File: src/rtl/eu_operand_collector.sv
// -----------------------------------------------------------------------------
// eu_operand_collector
//
// Sits between the execution-unit instruction queue and the ALU. It pops one
// instruction at a time, collects up to two source operands through a single
// shared register-file read port, and offers the completed instruction to the
// ALU with a valid/ready handshake.
//
// Optional feature, selected at build time:
//   EU_OPCOLLECT_BYPASS_EN - when defined, operands may also be captured from
//                            the result broadcast bus (res_*). When undefined,
//                            the res_* ports exist but are ignored.
// -----------------------------------------------------------------------------
module eu_operand_collector #(
    parameter int INSTR_WIDTH = 32,
    parameter int TAG_WIDTH   = 6,
    parameter int DATA_WIDTH  = 16
) (
    input  logic                   clk,
    input  logic                   reset,

    // Instruction queue head
    input  logic [INSTR_WIDTH-1:0] instr_i,
    input  logic [TAG_WIDTH-1:0]   instr_opa_tag_i,
    input  logic [TAG_WIDTH-1:0]   instr_opb_tag_i,
    input  logic                   instr_opa_needed_i,
    input  logic                   instr_opb_needed_i,
    input  logic                   instr_valid_i,
    output logic                   instr_ready_o,

    // Shared register-file read port
    output logic                   rf_req_valid_o,
    output logic [TAG_WIDTH-1:0]   rf_req_tag_o,
    input  logic                   rf_req_ready_i,
    input  logic                   rf_resp_valid_i,
    input  logic [DATA_WIDTH-1:0]  rf_resp_data_i,

    // Result broadcast bus
    input  logic                   res_valid_i,
    input  logic [TAG_WIDTH-1:0]   res_tag_i,
    input  logic [DATA_WIDTH-1:0]  res_data_i,

    // ALU issue port
    output logic                   issue_valid_o,
    output logic [INSTR_WIDTH-1:0] issue_instr_o,
    output logic [DATA_WIDTH-1:0]  issue_opa_o,
    output logic [DATA_WIDTH-1:0]  issue_opb_o,
    input  logic                   issue_ready_i
);

    // -------------------------------------------------------------------------
    // State encoding
    // -------------------------------------------------------------------------
    localparam logic [1:0] S_IDLE    = 2'd0;
    localparam logic [1:0] S_COLLECT = 2'd1;
    localparam logic [1:0] S_ISSUE   = 2'd2;

    // -------------------------------------------------------------------------
    // Registers
    // -------------------------------------------------------------------------
    logic [1:0]             r_state;

    logic [INSTR_WIDTH-1:0] r_instr;
    logic [TAG_WIDTH-1:0]   r_tag_a;
    logic [TAG_WIDTH-1:0]   r_tag_b;
    logic                   r_need_a;
    logic                   r_need_b;
    logic                   r_have_a;
    logic                   r_have_b;
    logic [DATA_WIDTH-1:0]  r_data_a;
    logic [DATA_WIDTH-1:0]  r_data_b;

    // One RF read may be in flight. r_out_is_b records which operand it was
    // issued for; r_out_stale marks a read that belongs to an instruction that
    // has already left (its response must only clear the in-flight flag).
    logic                   r_outstanding;
    logic                   r_out_is_b;
    logic                   r_out_stale;

    // -------------------------------------------------------------------------
    // Wires
    // -------------------------------------------------------------------------
    logic                   w_in_idle;
    logic                   w_in_collect;
    logic                   w_in_issue;
    logic                   w_issue_hs;
    logic                   w_accept;

    logic                   w_byp_acc_a;
    logic                   w_byp_acc_b;
    logic                   w_byp_col_a;
    logic                   w_byp_col_b;
    logic [DATA_WIDTH-1:0]  w_byp_data;

    logic                   w_acc_have_a;
    logic                   w_acc_have_b;
    logic                   w_acc_both;
    logic [DATA_WIDTH-1:0]  w_acc_data_a;
    logic [DATA_WIDTH-1:0]  w_acc_data_b;

    logic                   w_want_a;
    logic                   w_want_b;
    logic                   w_req_hs;
    logic                   w_req_is_b;

    logic                   w_resp;
    logic                   w_resp_live;
    logic                   w_wr_a;
    logic                   w_wr_b;
    logic                   w_have_a_nxt;
    logic                   w_have_b_nxt;

    // -------------------------------------------------------------------------
    // State decode and handshakes
    // -------------------------------------------------------------------------
    assign w_in_idle    = (r_state == S_IDLE);
    assign w_in_collect = (r_state == S_COLLECT);
    assign w_in_issue   = (r_state == S_ISSUE);

    assign w_issue_hs   = w_in_issue && issue_ready_i;

    // The pop request is gated by reset directly so the queue sees it drop the
    // moment reset asserts. In ISSUE it follows the ALU handshake so that a
    // waiting queue head is taken in the same cycle the current one leaves.
    assign instr_ready_o = !reset && (w_in_idle || w_issue_hs);
    assign w_accept      = instr_valid_i && instr_ready_o;

    // -------------------------------------------------------------------------
    // Result-bus capture
    // -------------------------------------------------------------------------
`ifdef EU_OPCOLLECT_BYPASS_EN
    // Acceptance-cycle match against the incoming tags (only used with w_accept).
    assign w_byp_acc_a = res_valid_i && instr_opa_needed_i && (res_tag_i == instr_opa_tag_i);
    assign w_byp_acc_b = res_valid_i && instr_opb_needed_i && (res_tag_i == instr_opb_tag_i);
    // COLLECT-state match against a latched, still-missing operand.
    assign w_byp_col_a = w_in_collect && r_need_a && !r_have_a && res_valid_i &&
                         (res_tag_i == r_tag_a);
    assign w_byp_col_b = w_in_collect && r_need_b && !r_have_b && res_valid_i &&
                         (res_tag_i == r_tag_b);
    assign w_byp_data  = res_data_i;
`else
    assign w_byp_acc_a = 1'b0;
    assign w_byp_acc_b = 1'b0;
    assign w_byp_col_a = 1'b0;
    assign w_byp_col_b = 1'b0;
    assign w_byp_data  = '0;

    // Broadcast bus is intentionally unused in this build.
    logic w_unused_res;
    assign w_unused_res = ^{res_valid_i, res_tag_i, res_data_i};
`endif

    // -------------------------------------------------------------------------
    // Acceptance values: a not-needed operand counts as present with data 0.
    // -------------------------------------------------------------------------
    assign w_acc_have_a = !instr_opa_needed_i || w_byp_acc_a;
    assign w_acc_have_b = !instr_opb_needed_i || w_byp_acc_b;
    assign w_acc_both   = w_acc_have_a && w_acc_have_b;
    assign w_acc_data_a = w_byp_acc_a ? w_byp_data : '0;
    assign w_acc_data_b = w_byp_acc_b ? w_byp_data : '0;

    // -------------------------------------------------------------------------
    // RF request: A before B, one at a time. A same-cycle bus capture removes
    // the operand from the request before the RF can accept it.
    // -------------------------------------------------------------------------
    assign w_want_a       = !r_have_a && !w_byp_col_a;
    assign w_want_b       = !r_have_b && !w_byp_col_b;
    assign rf_req_valid_o = w_in_collect && !r_outstanding && (w_want_a || w_want_b);
    assign rf_req_tag_o   = w_want_a ? r_tag_a : r_tag_b;
    assign w_req_hs       = rf_req_valid_o && rf_req_ready_i;
    assign w_req_is_b     = !w_want_a;

    // -------------------------------------------------------------------------
    // RF response: always clears the in-flight flag; only writes an operand of
    // the current instruction that is still missing.
    // -------------------------------------------------------------------------
    assign w_resp       = r_outstanding && rf_resp_valid_i;
    assign w_resp_live  = w_resp && !r_out_stale && w_in_collect;
    assign w_wr_a       = w_resp_live && !r_out_is_b && !r_have_a && !w_byp_col_a;
    assign w_wr_b       = w_resp_live &&  r_out_is_b && !r_have_b && !w_byp_col_b;
    assign w_have_a_nxt = r_have_a || w_byp_col_a || w_wr_a;
    assign w_have_b_nxt = r_have_b || w_byp_col_b || w_wr_b;

    // -------------------------------------------------------------------------
    // Outputs to the ALU come straight from the held registers.
    // -------------------------------------------------------------------------
    assign issue_valid_o = w_in_issue;
    assign issue_instr_o = r_instr;
    assign issue_opa_o   = r_data_a;
    assign issue_opb_o   = r_data_b;

    // FSM and RF in-flight tracking.
    // NOTE: non-blocking assignments make every register here sample the
    // pre-edge values, so the order of statements cannot create a hidden chain.
    always_ff @(posedge clk or posedge reset) begin
        if (reset) begin
            r_state       <= S_IDLE;
            r_outstanding <= 1'b0;
            r_out_is_b    <= 1'b0;
            r_out_stale   <= 1'b0;
        end else begin
            if (w_resp) begin
                r_outstanding <= 1'b0;
                r_out_stale   <= 1'b0;
            end else if (w_req_hs) begin
                r_outstanding <= 1'b1;
                r_out_is_b    <= w_req_is_b;
            end

            // A read still in flight when a new instruction arrives belongs
            // to the previous one.
            if (w_accept && r_outstanding && !w_resp) begin
                r_out_stale <= 1'b1;
            end

            case (r_state)
                S_IDLE: begin
                    if (w_accept) begin
                        r_state <= w_acc_both ? S_ISSUE : S_COLLECT;
                    end
                end
                S_COLLECT: begin
                    if (w_have_a_nxt && w_have_b_nxt) begin
                        r_state <= S_ISSUE;
                    end
                end
                S_ISSUE: begin
                    if (w_issue_hs) begin
                        if (w_accept) begin
                            r_state <= w_acc_both ? S_ISSUE : S_COLLECT;
                        end else begin
                            r_state <= S_IDLE;
                        end
                    end
                end
                default: r_state <= S_IDLE;
            endcase
        end
    end

    // Instruction latch and operand capture.
    always_ff @(posedge clk or posedge reset) begin
        if (reset) begin
            r_instr  <= '0;
            r_tag_a  <= '0;
            r_tag_b  <= '0;
            r_need_a <= 1'b0;
            r_need_b <= 1'b0;
            r_have_a <= 1'b0;
            r_have_b <= 1'b0;
            r_data_a <= '0;
            r_data_b <= '0;
        end else if (w_accept) begin
            r_instr  <= instr_i;
            r_tag_a  <= instr_opa_tag_i;
            r_tag_b  <= instr_opb_tag_i;
            r_need_a <= instr_opa_needed_i;
            r_need_b <= instr_opb_needed_i;
            r_have_a <= w_acc_have_a;
            r_have_b <= w_acc_have_b;
            r_data_a <= w_acc_data_a;
            r_data_b <= w_acc_data_b;
        end else if (w_in_collect) begin
            if (w_byp_col_a) begin
                r_have_a <= 1'b1;
                r_data_a <= w_byp_data;
            end else if (w_wr_a) begin
                r_have_a <= 1'b1;
                r_data_a <= rf_resp_data_i;
            end

            if (w_byp_col_b) begin
                r_have_b <= 1'b1;
                r_data_b <= w_byp_data;
            end else if (w_wr_b) begin
                r_have_b <= 1'b1;
                r_data_b <= rf_resp_data_i;
            end
        end
    end

endmodule
File: config.mk
export PLATFORM = sky130hd
export DESIGN_NAME = eu_operand_collector
export DESIGN_NICKNAME = d
export VERILOG_FILES = /design/src/rtl/eu_operand_collector.sv
export SDC_FILE = /design/constraint.sdc
export NUM_CORES = 1
export LEC_CHECK = 0
export ABC_AREA = 1
export CAP_MARGIN = 20
export CORE_MARGIN = 3
export CORE_UTILIZATION = 35
export CTS_CLUSTER_DIAMETER = 80
export DETAILED_ROUTE_END_ITERATION = 8
export GPL_TIMING_DRIVEN = 0
export PLACE_DENSITY = 0.72
export SETUP_SLACK_MARGIN = 0.15
export SYNTH_ARGS = -nofsm -noshare
export SYNTH_HDL_FRONTEND = slang
export SYNTH_SLANG_ARGS = --single-unit
File: constraint.sdc
create_clock -name clk -period 5.76 [get_ports clk]
set_input_delay 1.152 -clock clk [delete_from_list [all_inputs] [get_ports clk]]
set_output_delay 1.152 -clock clk [all_outputs]
set_load 0.03 [all_outputs]
Yosys cells after proc, flatten, opt, wreduce, memory -nomap -nowiden
Index checks and enable logic that the tools add are counted.
{"block": "word_totals", "reg_bits": 83, "in_bits": 91, "output_inout_bits": 73, "wordCells": 80}
{"block": "classes", "n_eq_ne": 5, "mux": 23, "bitwise": 1, "reduce_logical": 40}
{"op": "$mux 16", "n": 6}
{"op": "$logic_and 1x1->1", "n": 17}
{"op": "$mux 1", "n": 10}
{"op": "$mux 2", "n": 5}
{"op": "$reduce_bool 2->1", "n": 5}
{"op": "$logic_not 1->1", "n": 9}
{"op": "$mux 6", "n": 1}
{"op": "$ne 2x1->1 const B", "n": 3}
{"op": "$pmux 2 s3", "n": 1}
{"op": "$reduce_and 2->1", "n": 3}
{"op": "$logic_or 1x1->1", "n": 4}
{"op": "$reduce_and 3->1", "n": 1}
{"op": "$eq 2x1->1 const B", "n": 1}
{"op": "$eq 2x2->1 const B", "n": 1}
{"op": "$logic_not 2->1", "n": 1}
{"op": "$not 1->1", "n": 1}

Depth between registers and ports, before layout
Gate-level depths: netlist (run 1).
{"block": "depth", "ltp_word": 9, "mapped_depth": 8, "mapped_depth_nobuf": 7}

Least setup slack after synthesis (run 1)
No wires, ideal clock.
{"block": "synth_timing", "path_kind": "in2out", "from": "input port reset", "to": "output port instr_ready_o", "arrival_time_ns": 1.571, "required_time_ns": 4.608, "slack_ns": 3.037, "stages": 2, "n_path_buf": 0, "path_cell_list": "nor2_2 -> and2_1"}
{"block": "synth_between", "elab_chain_len": 2}
{"element": "from (decl)", "line": "20", "source": "input logic reset,"}
{"element": "$logic_not 1->1 (no source line)"}
{"element": "$logic_and 1x1->1", "line": "125", "source": "assign instr_ready_o = !reset && (w_in_idle || w_issue_hs);"}
{"element": "to (decl)", "line": "29", "source": "output logic instr_ready_o,"}
Every way passes these cells.

Worst setup path after layout (run 1)
Ends and elaborated chain as after synthesis.

==> flow_metrics.py, run 1 <==
metrics = {
    "global_route": {
        "grt_max_degree": 54,
        "grt_pass1_wl_mm": 15.9,
        "gr-usage-all-layers_pct": 17.9,
        "antenna_found_initial": 0,
        "overflow": 0,
        "grt_pass1_vias": 3268,
    },
    "cts": {
        "clkSinkCount": 83,
        "worstSkewPairLatency_ns": 0.35,
        "cts_root_buf": "clkbuf_8",
        "cts_setup_buffers": 0,
        "cts_tree": "yes",
        "max-clock-path-buffers": 2,
        "post_cts_resized": 0,
        "clk_transition_reported_paths_ns": 0.09,
        "numCtsBuffers": 9,
        "h-tree-depth": 3,
        "cts_hold_buf": 0,
    },
    "critical_path": {
        "arrival_ns": 2.62,
        "start_kind": "primary input",
        "critPathMaxFanout": 3,
        "worstPathRequired_ns": 4.61,
        "cp-end-kind": "output pin",
        "crit_type": "in2out",
    },
    "detailed_routing": {
        "wirelength_mm": 9.51,
        "wl_per_cell_um": 14.2,
        "drc_errors": 0,
        "first_iter_violations": 147,
        "dr.pass1.iters": 5,
        "via_per_inst": 4.68,
        "via_count": 3133,
        "ant_nets": 0,
    },
    "sta": {
        "worstMarginPinSlew_ns": 0.416,
        "timing.final.crit_share_pct": 65.4,
        "maxSlewHeadroom_pct": 72.3,
        "setup_viol": 0,
        "min_period_ns": 3.77,
        "rsz0062_at_grt": "false",
        "finalHoldViolations": 0,
        "final_max_slew_viol_count": 0,
        "fin_skew_ns": 0.0120,
        "tns_ns": 0,
        "max_freq_mhz": 265,
    },
    "worst_hold_path": {
        "worst_hold_path_type": "reg2reg",
    },
    "synth": {
        "ys_seq_elements": 83,
        "syn-num-nets": 475,
        "async_flop_share_pct": 100,
        "yosysUniqueCellTypes": 19,
        "synth_edf_count": 0,
        "syn_avg_cell_area_um2": 8.82,
        "synthFlopType": "dfrtp_1",
        "synth_top_area_share_pct": 61.3,
        "yosys-top-cells-area": "dfrtp_1, nand2_1, nand3_1, o21ai_1, buf_2",
        "yosysSeqAreaShare_pct": 61.3,
        "yosys-top-cells-count": "nand2_1, dfrtp_1, nand3_1, o21ai_1, buf_2",
        "synthesis.area_mm2": 0.00339,
        "synth_cells": 384,
        "yosysTopAreaCell": "dfrtp_1",
        "synth_warnings": 0,
        "synth_most_common_cell": "nand2_1",
    },
    "placed_design": {
        "gp_congestion": 0.834,
        "dp_hpwl_mm": 6.92,
        "placed_cells": 654,
        "port_buffers": 140,
    },
    "finish": {
        "syn_to_final_growth_pct": 52.8,
        "nNetsFinal": 627,
        "diodes": 0,
        "fin_cells": 670,
        "drive_gt1_share_pct": 9.06,
    },
    "floorplan": {
        "die-area_mm2": 0.0109,
        "die_h_um": 104,
        "die_w_um": 104,
        "coreArea_mm2": 0.00933,
        "initial_utilization_pct": 36.3,
        "rows": 35,
        "ios": 164,
    },
    "flow_run": {
        "drv_cap": 0,
    },
    "pwr": {
        "p_leak_nw": 2.47,
        "vdd_drop_max_mv": 0.282,
        "p_per_area_mw_per_mm2": 439,
    },
    "outcome": {
        "status": "completed",
    },
}
## critical path, stage by stage
cell,delay [ns]
clkdlybuf4s50_1,0.47
nor2_2,0.16
and2_1,0.14
clkdlybuf4s50_1,0.68
## registers in the layout, indices dropped and copies added (netlist names)
| register | cells |
|---|---|
| r_have_a | 1 |
| r_tag_a | 6 |
| r_tag_b | 6 |
| r_out_stale | 1 |
| issue_instr_o | 32 |
| issue_opb_o | 16 |
| r_have_b | 1 |
| r_outstanding | 1 |
| r_state | 2 |
| r_out_is_b | 1 |
| issue_opa_o | 16 |
## layer usage
layer  wire length, µm  track usage [%]  vias up  share of wire, %
met4               140             6.27        0               1.5
met1              4050             21.7     1498                43
met5                 0                0        -                 0
li1                  -                -     1515                 -
met2              4680             30.4      106                49
met3               646             5.40       14               6.8
## report_power, final
group / internal (mW) / total [mW] / switching [mW]
Sequential: 0.752 / 0.851 / 0.0989
Combinational: 0.403 / 0.997 / 0.594
Clock: 0.204 / 0.427 / 0.223
Total: 1.36 / 2.28 / 0.916
## cell families (layout without fill, tap and decap cells)
group	Yosys count	in the layout	share of synthesized area, %
buf+inv	35	192	5.13
flops	83	83	61.3
compound gates	38	38	5.91
simple gates	228	228	27.7
## final timing paths
| check | startpoint | cells after the start | end | slack (ns) |
|---|---|---|---|---|
| worst max-delay path | reset | 4 | instr_ready_o | 1.99 |
| worst min-delay path | issue_instr_o[1] | 2 | issue_instr_o[1] | 0.49 |
| worst max register to register | r_have_a | 6 | issue_opa_o[10] | 4.29 |
| worst min register to register | issue_instr_o[1] | 2 | issue_instr_o[1] | 0.49 |
| max in group asynchronous | reset | 3 | r_tag_b[5] | 3.97 |
| min in group asynchronous | reset | 2 | issue_opb_o[1] | 1.19 |
## cell type report
type | instances | area (µm²)
multi-input combinational | 266 | 1140
timing repair buffer | 141 | 1430
clock inverter | 7 | 73.8
inverter | 13 | 51.3
tap | 129 | 161
fill | 883 | 4150
buffer | 22 | 125
sequential | 83 | 2080
clock buffer | 9 | 124
## placed cells by master, fill, tap and decap left out, drive strengths merged
| cell type | count |
|---|---|
| and2 | 1 |
| buf | 23 |
| bufinv | 1 |
| clkbuf | 9 |
| clkdlybuf4s50 | 140 |
| clkinv | 2 |
| clkinvlp | 1 |
| dfrtp | 83 |
| inv | 16 |
| nand2 | 177 |
| nand3 | 38 |
| nand4 | 3 |
| nor2 | 9 |
| o211ai | 1 |
| o21a | 1 |
| o21ai | 36 |
## through the flow
stage               instance area, µm²  hold WS, ns  utilization, %  total power [mW]  setup WS, ns
floorplan                         3390        0.449               -              1.42          2.47
global placement                  4950        0.462            53.1              1.84          1.11
detailed placement                4980        0.465            53.4              1.86          1.98
CTS                               5180        0.488            55.5              2.30          1.98
global route                      5180        0.515            55.5              2.42          1.93
finish                            5180        0.486            55.5              2.28          1.99
No activity file was read; power rests on OpenSTA's default activity.
==> run 2, diff against run 1 <==
Clock period 5.76 ns to 3.86 ns, I/O delays scaled along.
==> results of run 2 <==
The final DEF is identical to that of run 1. Status: completed.
Main changes from that run: setup slack after placement 1.98 ns -> 0.839 ns; setup slack after layout 1.99 ns -> 0.852 ns; register-to-register setup slack 4.29 ns -> 2.39 ns; total power 2.28 mW -> 3.39 mW; worst IR drop on VDD 0.282 mV -> 0.420 mV
==> RTL edit 1 (flow settings as in run 1) <==
Set the parameter `DATA_WIDTH` to 32 (it was 16).
--- a/src/rtl/eu_operand_collector.sv
+++ b/src/rtl/eu_operand_collector.sv
@@ -16,3 +16,3 @@
     parameter int TAG_WIDTH   = 6,
-    parameter int DATA_WIDTH  = 16
+    parameter int DATA_WIDTH  = 32
 ) (
Interface: changed (resized issue_opa_o, issue_opb_o, res_data_i and rf_resp_data_i); port bits go from 164 to 228. No check against the original RTL was run, so the function may have changed too.
==> RTL edit 1 against run 1 <==
Total power grew 43%. Via count grew 38%. Sequential cell count grew 32. Worst setup slack lost 0.10 ns. Cell area grew 48%. Synthesized area grew 46%. Sequential power grew 29%. Core utilization grew 1.4 points. Routed wire length grew 49%. Critical path type unchanged.
==> RTL edit 1: results <==
[synth]
synthFlopType = "sky130_fd_sc_hd__dfrtp_1"
synth-async-reset-ratio_pct = 100
synthAdderAreaFrac_pct = 0
synth_compound_area_share_pct = 14.9
postSynthNetCount = 630
ys_top_cells_by_count = "sky130_fd_sc_hd__dfrtp_1 (115), sky130_fd_sc_hd__nand2_1 (105), sky130_fd_sc_hd__nand3_1 (72), sky130_fd_sc_hd__inv_1 (53), sky130_fd_sc_hd__o21ai_2 (44)"
synth_area_leaders = "sky130_fd_sc_hd__dfrtp_1 (58%), sky130_fd_sc_hd__nand2_1 (8.0%), sky130_fd_sc_hd__o21ai_2 (7.8%)"
ys_types = 23
synthesis.instances = 507
synth.yosys.warnings = 0
xor_and_xnor_area_share_after_synthesis_pct = 0
synth_sequential_area_ratio_pct = 58.2
synth_mux_area_share_pct = 0

[pwr]
p_leak_nw = 3.58
power.ir.vdd_worst_v = 0.000299

[placed_design]
placed_area_mm2 = 0.00708
post-dp-hpwl_mm = 10.3
place.detailed.instances = 872
place.gp.congestion = 0.834
dp_worst_setup_slack_ns = 1.90
placement.io_buffers = 188

[global_routing]
largest_net_degree_at_the_start_of_global_routing = 60
grt_pass1_vias = 4532
grt_pass1_wl_mm = 23.2
number_of_antenna_violations_at_the_first_check_in_global_routing = 0
track_usage_pct = 18.6

[detailed_routing]
dr_total_vias = 4326
drt_first_iter_violations = 219
routedWlPerCell_um = 15.6
drt_first_pass_iters = 4

[status]
run_status = "finished, final reports clean"

[finish]
layoutNonFillerInstCount = 904
drive_gt1_share_pct = 15.5
num_antenna_cells = 0
nets = 838
num-fill-cells = 1134

[cts]
worst_setup_hold_path_clk_slew_ns = 0.05
cts_made_buffers = 17
ctsLongestPathBuffers = 2
clock_latency_ns = 0.41
cts-root-buf = "sky130_fd_sc_hd__clkbuf_16"
ctsHtreeMaxLevel = 4
post-cts-setup-buffers = 0
post_cts_resized = 0

[timing]
max-slew-margin-rel_pct = 49.3
timing.final.setup_violations = 0
clock-skew-final_ns = 0.00828

[min_path]
hold_path.class = "flop to flop"

[critical_path]
timing.critical_path.fanout_max = 3
worst_ep_arrival_time_ns = 2.72
==> RTL edit 1: cell types whose count changed in the layout (fill, tap and decap cells not counted), moves of 17 or more <==
cell / change
sky130_fd_sc_hd__dfrtp_1: +32
sky130_fd_sc_hd__nand3_1: +35
sky130_fd_sc_hd__o21ai_2: +44
sky130_fd_sc_hd__clkbuf_16: +17
sky130_fd_sc_hd__inv_1: +43
sky130_fd_sc_hd__nand2_1: -72
sky130_fd_sc_hd__clkdlybuf4s50_1: +48
sky130_fd_sc_hd__o21ai_0: +29
==> RTL edit 1: cells by family after synthesis <==
kind of cell	Yosys count
compound gates	113
flops	115
simple gates	191
buf+inv	88
==> RTL edit 1: worst paths after layout <==
check | start | endpoint | slack, ns | depth (start not counted)
min reg2reg | issue_instr_o[18] | issue_instr_o[18] | 0.49 | 2
max | reset | instr_ready_o | 1.89 | 4
min | issue_instr_o[18] | issue_instr_o[18] | 0.49 | 2
max in group asynchronous | reset | issue_opa_o[26] | 3.76 | 3
min in group asynchronous | reset | r_outstanding | 1.28 | 2
max reg2reg | r_state[0] | issue_instr_o[27] | 4.21 | 6
==> RTL edit 1: worst max-delay path, stage by stage <==
cell and delay, ns:
sky130_fd_sc_hd__clkdlybuf4s50_1 0.47, sky130_fd_sc_hd__nor2_2 0.20, sky130_fd_sc_hd__and2_1 0.20, sky130_fd_sc_hd__clkdlybuf4s50_1 0.70
==> RTL edit 1: area by class of cell <==
class,instances,area [µm²],share of cell area (%)
Clock buffer,23,478,6.22
Tap cell,176,220,2.87
Buffer,33,248,3.22
Inverter,55,209,2.72
Clock inverter,9,128,1.66
Multi-Input combinational cell,304,1610,21.0
Sequential cell,115,2880,37.5
Timing Repair Buffer,189,1910,24.8
==> RTL edit 1: per-layer routing <==
layer	global-route usage, %	part of all wire, %
met3	7.16	9.4
met1	22.7	41
met5	0	0
met2	30.2	48
met4	6.70	1.4
==> RTL edit 1: where the power goes <==
group          switching [mW]  total (mW)  internal (mW)
registers               0.114        1.10          0.985
clock network           0.359        1.07          0.712
logic                   0.660        1.09          0.431
total                    1.13        3.26           2.13
==> RTL edit 2 (flow settings as in run 1) <==
Without the edit above. Reset style: synchronous (`reset`), changed in 2 clocked blocks.
--- a/src/rtl/eu_operand_collector.sv
+++ b/src/rtl/eu_operand_collector.sv
@@ -194,3 +194,3 @@
     // pre-edge values, so the order of statements cannot create a hidden chain.
-    always_ff @(posedge clk or posedge reset) begin
+    always_ff @(posedge clk) begin
         if (reset) begin
@@ -241,3 +241,3 @@
     // Instruction latch and operand capture.
-    always_ff @(posedge clk or posedge reset) begin
+    always_ff @(posedge clk) begin
         if (reset) begin
Formal check against the unedited RTL: differs if reset is asserted again (counterexample within 4 cycles, from zero or initial values and one cycle with reset high); with reset held inactive, the same outputs for 10 cycles.
==> RTL edit 2 against run 1 <==
Sequential cell count unchanged. Critical path type unchanged. Cell area decreased by 6.8%. Worst setup slack improved by 0.14 ns. Count of clock-buffer cells in the layout increased by 2. Synthesized area decreased by 9.6%. Core utilization increased by 2.3 points. Routed wire length decreased by 5.1%.
Power is not compared: it rests on default switching activity, and its combinational part moved more than twofold at a synthesized area within 25%.
==> RTL edit 2: results <==
[status]
run_status = "finished, final reports clean"

[synth]
ys_types = 20
synth_area_leaders = "sky130_fd_sc_hd__dfxtp_1 (54%), sky130_fd_sc_hd__a21oi_1 (13%), sky130_fd_sc_hd__nand2_1 (12%)"
synth_mux_area_share_pct = 0
synthAdderAreaFrac_pct = 0
postSynthNetCount = 481
synth.yosys.warnings = 0
synth_compound_area_share_pct = 21.8
synth_sequential_area_ratio_pct = 54.3
synth-async-reset-ratio_pct = 0
xor_and_xnor_area_share_after_synthesis_pct = 0
ys_top_cells_by_count = "sky130_fd_sc_hd__nand2_1 (101), sky130_fd_sc_hd__dfxtp_1 (83), sky130_fd_sc_hd__a21oi_1 (81), sky130_fd_sc_hd__o21ai_0 (40), sky130_fd_sc_hd__inv_1 (35)"
synthFlopType = "sky130_fd_sc_hd__dfxtp_1"

[placed_design]
placed_area_mm2 = 0.00458
post-dp-hpwl_mm = 6.85
placement.io_buffers = 139
place.gp.congestion = 0.807

[cts]
worst_setup_hold_path_clk_slew_ns = 0.08
ctsHtreeMaxLevel = 3
cts-root-buf = "sky130_fd_sc_hd__clkbuf_8"
post_cts_resized = 0
cts_made_buffers = 9
post-cts-setup-buffers = 0
ctsLongestPathBuffers = 2
clock_latency_ns = 0.34

[detailed_routing]
drt_first_pass_iters = 6
drt_first_iter_violations = 104
drt-total-wl_mm = 9.02
dr_total_vias = 3128

[global_routing]
grt_pass1_wl_mm = 14.9
grt_util_met1_pct = 21.7
globalRouteMet3Util_pct = 7.92
grt_pass1_vias = 3175
track_usage_pct = 18.7
number_of_antenna_violations_at_the_first_check_in_global_routing = 0
groute.layer.met2.usage_pct = 30.4
largest_net_degree_at_the_start_of_global_routing = 14

[timing]
clock-skew-final_ns = 0.0129
pin_slew_with_the_least_headroom_to_its_limit_ns = 0.478

[finish]
drive_gt1_share_pct = 7.52
nets = 631
num-fill-cells = 787
largest_register_ff_count = 32
num_antenna_cells = 0

[pwr]
power.ir.vdd_worst_v = 0.000148
internal-power_mw = 0.983
power.density_cell_area_mw_per_mm2 = 269
p_leak_nw = 1.91

[critical_path]
worst_ep_arrival_time_ns = 2.47
timing.critical_path.fanout_max = 3

[min_path]
hold_path.class = "flop to flop"

[flow_run]
drv_cap = 0
RTL edit 2: critical path, cell delays in order:
cell	delay [ns]
sky130_fd_sc_hd__clkdlybuf4s50_1	0.50
sky130_fd_sc_hd__o21a_1	0.13
sky130_fd_sc_hd__clkdlybuf4s50_1	0.68
RTL edit 2: per-layer routing:
metal  up-vias  share of wire [%]
li1       1558                  -
met5         -                  0
met4         0                1.5
met2       119                 46
met1      1440                 42
met3        11                 10
RTL edit 2: worst paths after layout:
| path | start | endpoint | slack (ns) | cells after the start |
|---|---|---|---|---|
| setup / recovery | issue_ready_i | instr_ready_o | 2.14 | 3 |
| hold / removal | r_tag_a[3] | r_tag_a[3] | 0.46 | 2 |
| hold reg to reg | r_tag_a[3] | r_tag_a[3] | 0.46 | 2 |
| setup reg to reg | r_state[1] | issue_opa_o[12] | 4.34 | 7 |
RTL edit 2: cells by family (layout without fill, tap and decap cells):
group | Yosys count | in the layout
flip-flops | 83 | 83
AND/OR/NAND/NOR | 113 | 113
AO/OA/AOI/OAI | 132 | 132
buffers and inverters | 62 | 217
RTL edit 2: power by group through the flow:
stage / combinational, mW / clock, mW / sequential (mW)
global route: 0.207 / 0.547 / 0.607
finish: 0.190 / 0.504 / 0.605
CTS: 0.192 / 0.518 / 0.605
floorplan: 0.0704 / 0 / 0.639
global placement: 0.188 / 0 / 0.617
detailed placement: 0.191 / 0 / 0.618
RTL edit 2: area by class of cell:
type	instances	area, µm²	area share [%]
inverter	36	135	2.80
timing repair buffer	139	1390	28.8
tap	105	131	2.72
multi-input combinational	245	1130	23.3
buffer	26	139	2.88
sequential	83	1660	34.4
clock inverter	5	100	2.07
clock buffer	11	141	2.93
RTL edit 2: per-stage QoR:
stage,std cells,worst slack [ns],utilization [%],hold WS [ns]
after global placement,634,2.13,55.0,0.438
after global routing,650,2.07,57.9,0.490
after CTS,650,2.13,57.9,0.457
final,650,2.14,57.9,0.456
after detailed placement,634,2.14,55.0,0.443
after floorplan,390,2.88,-,0.424
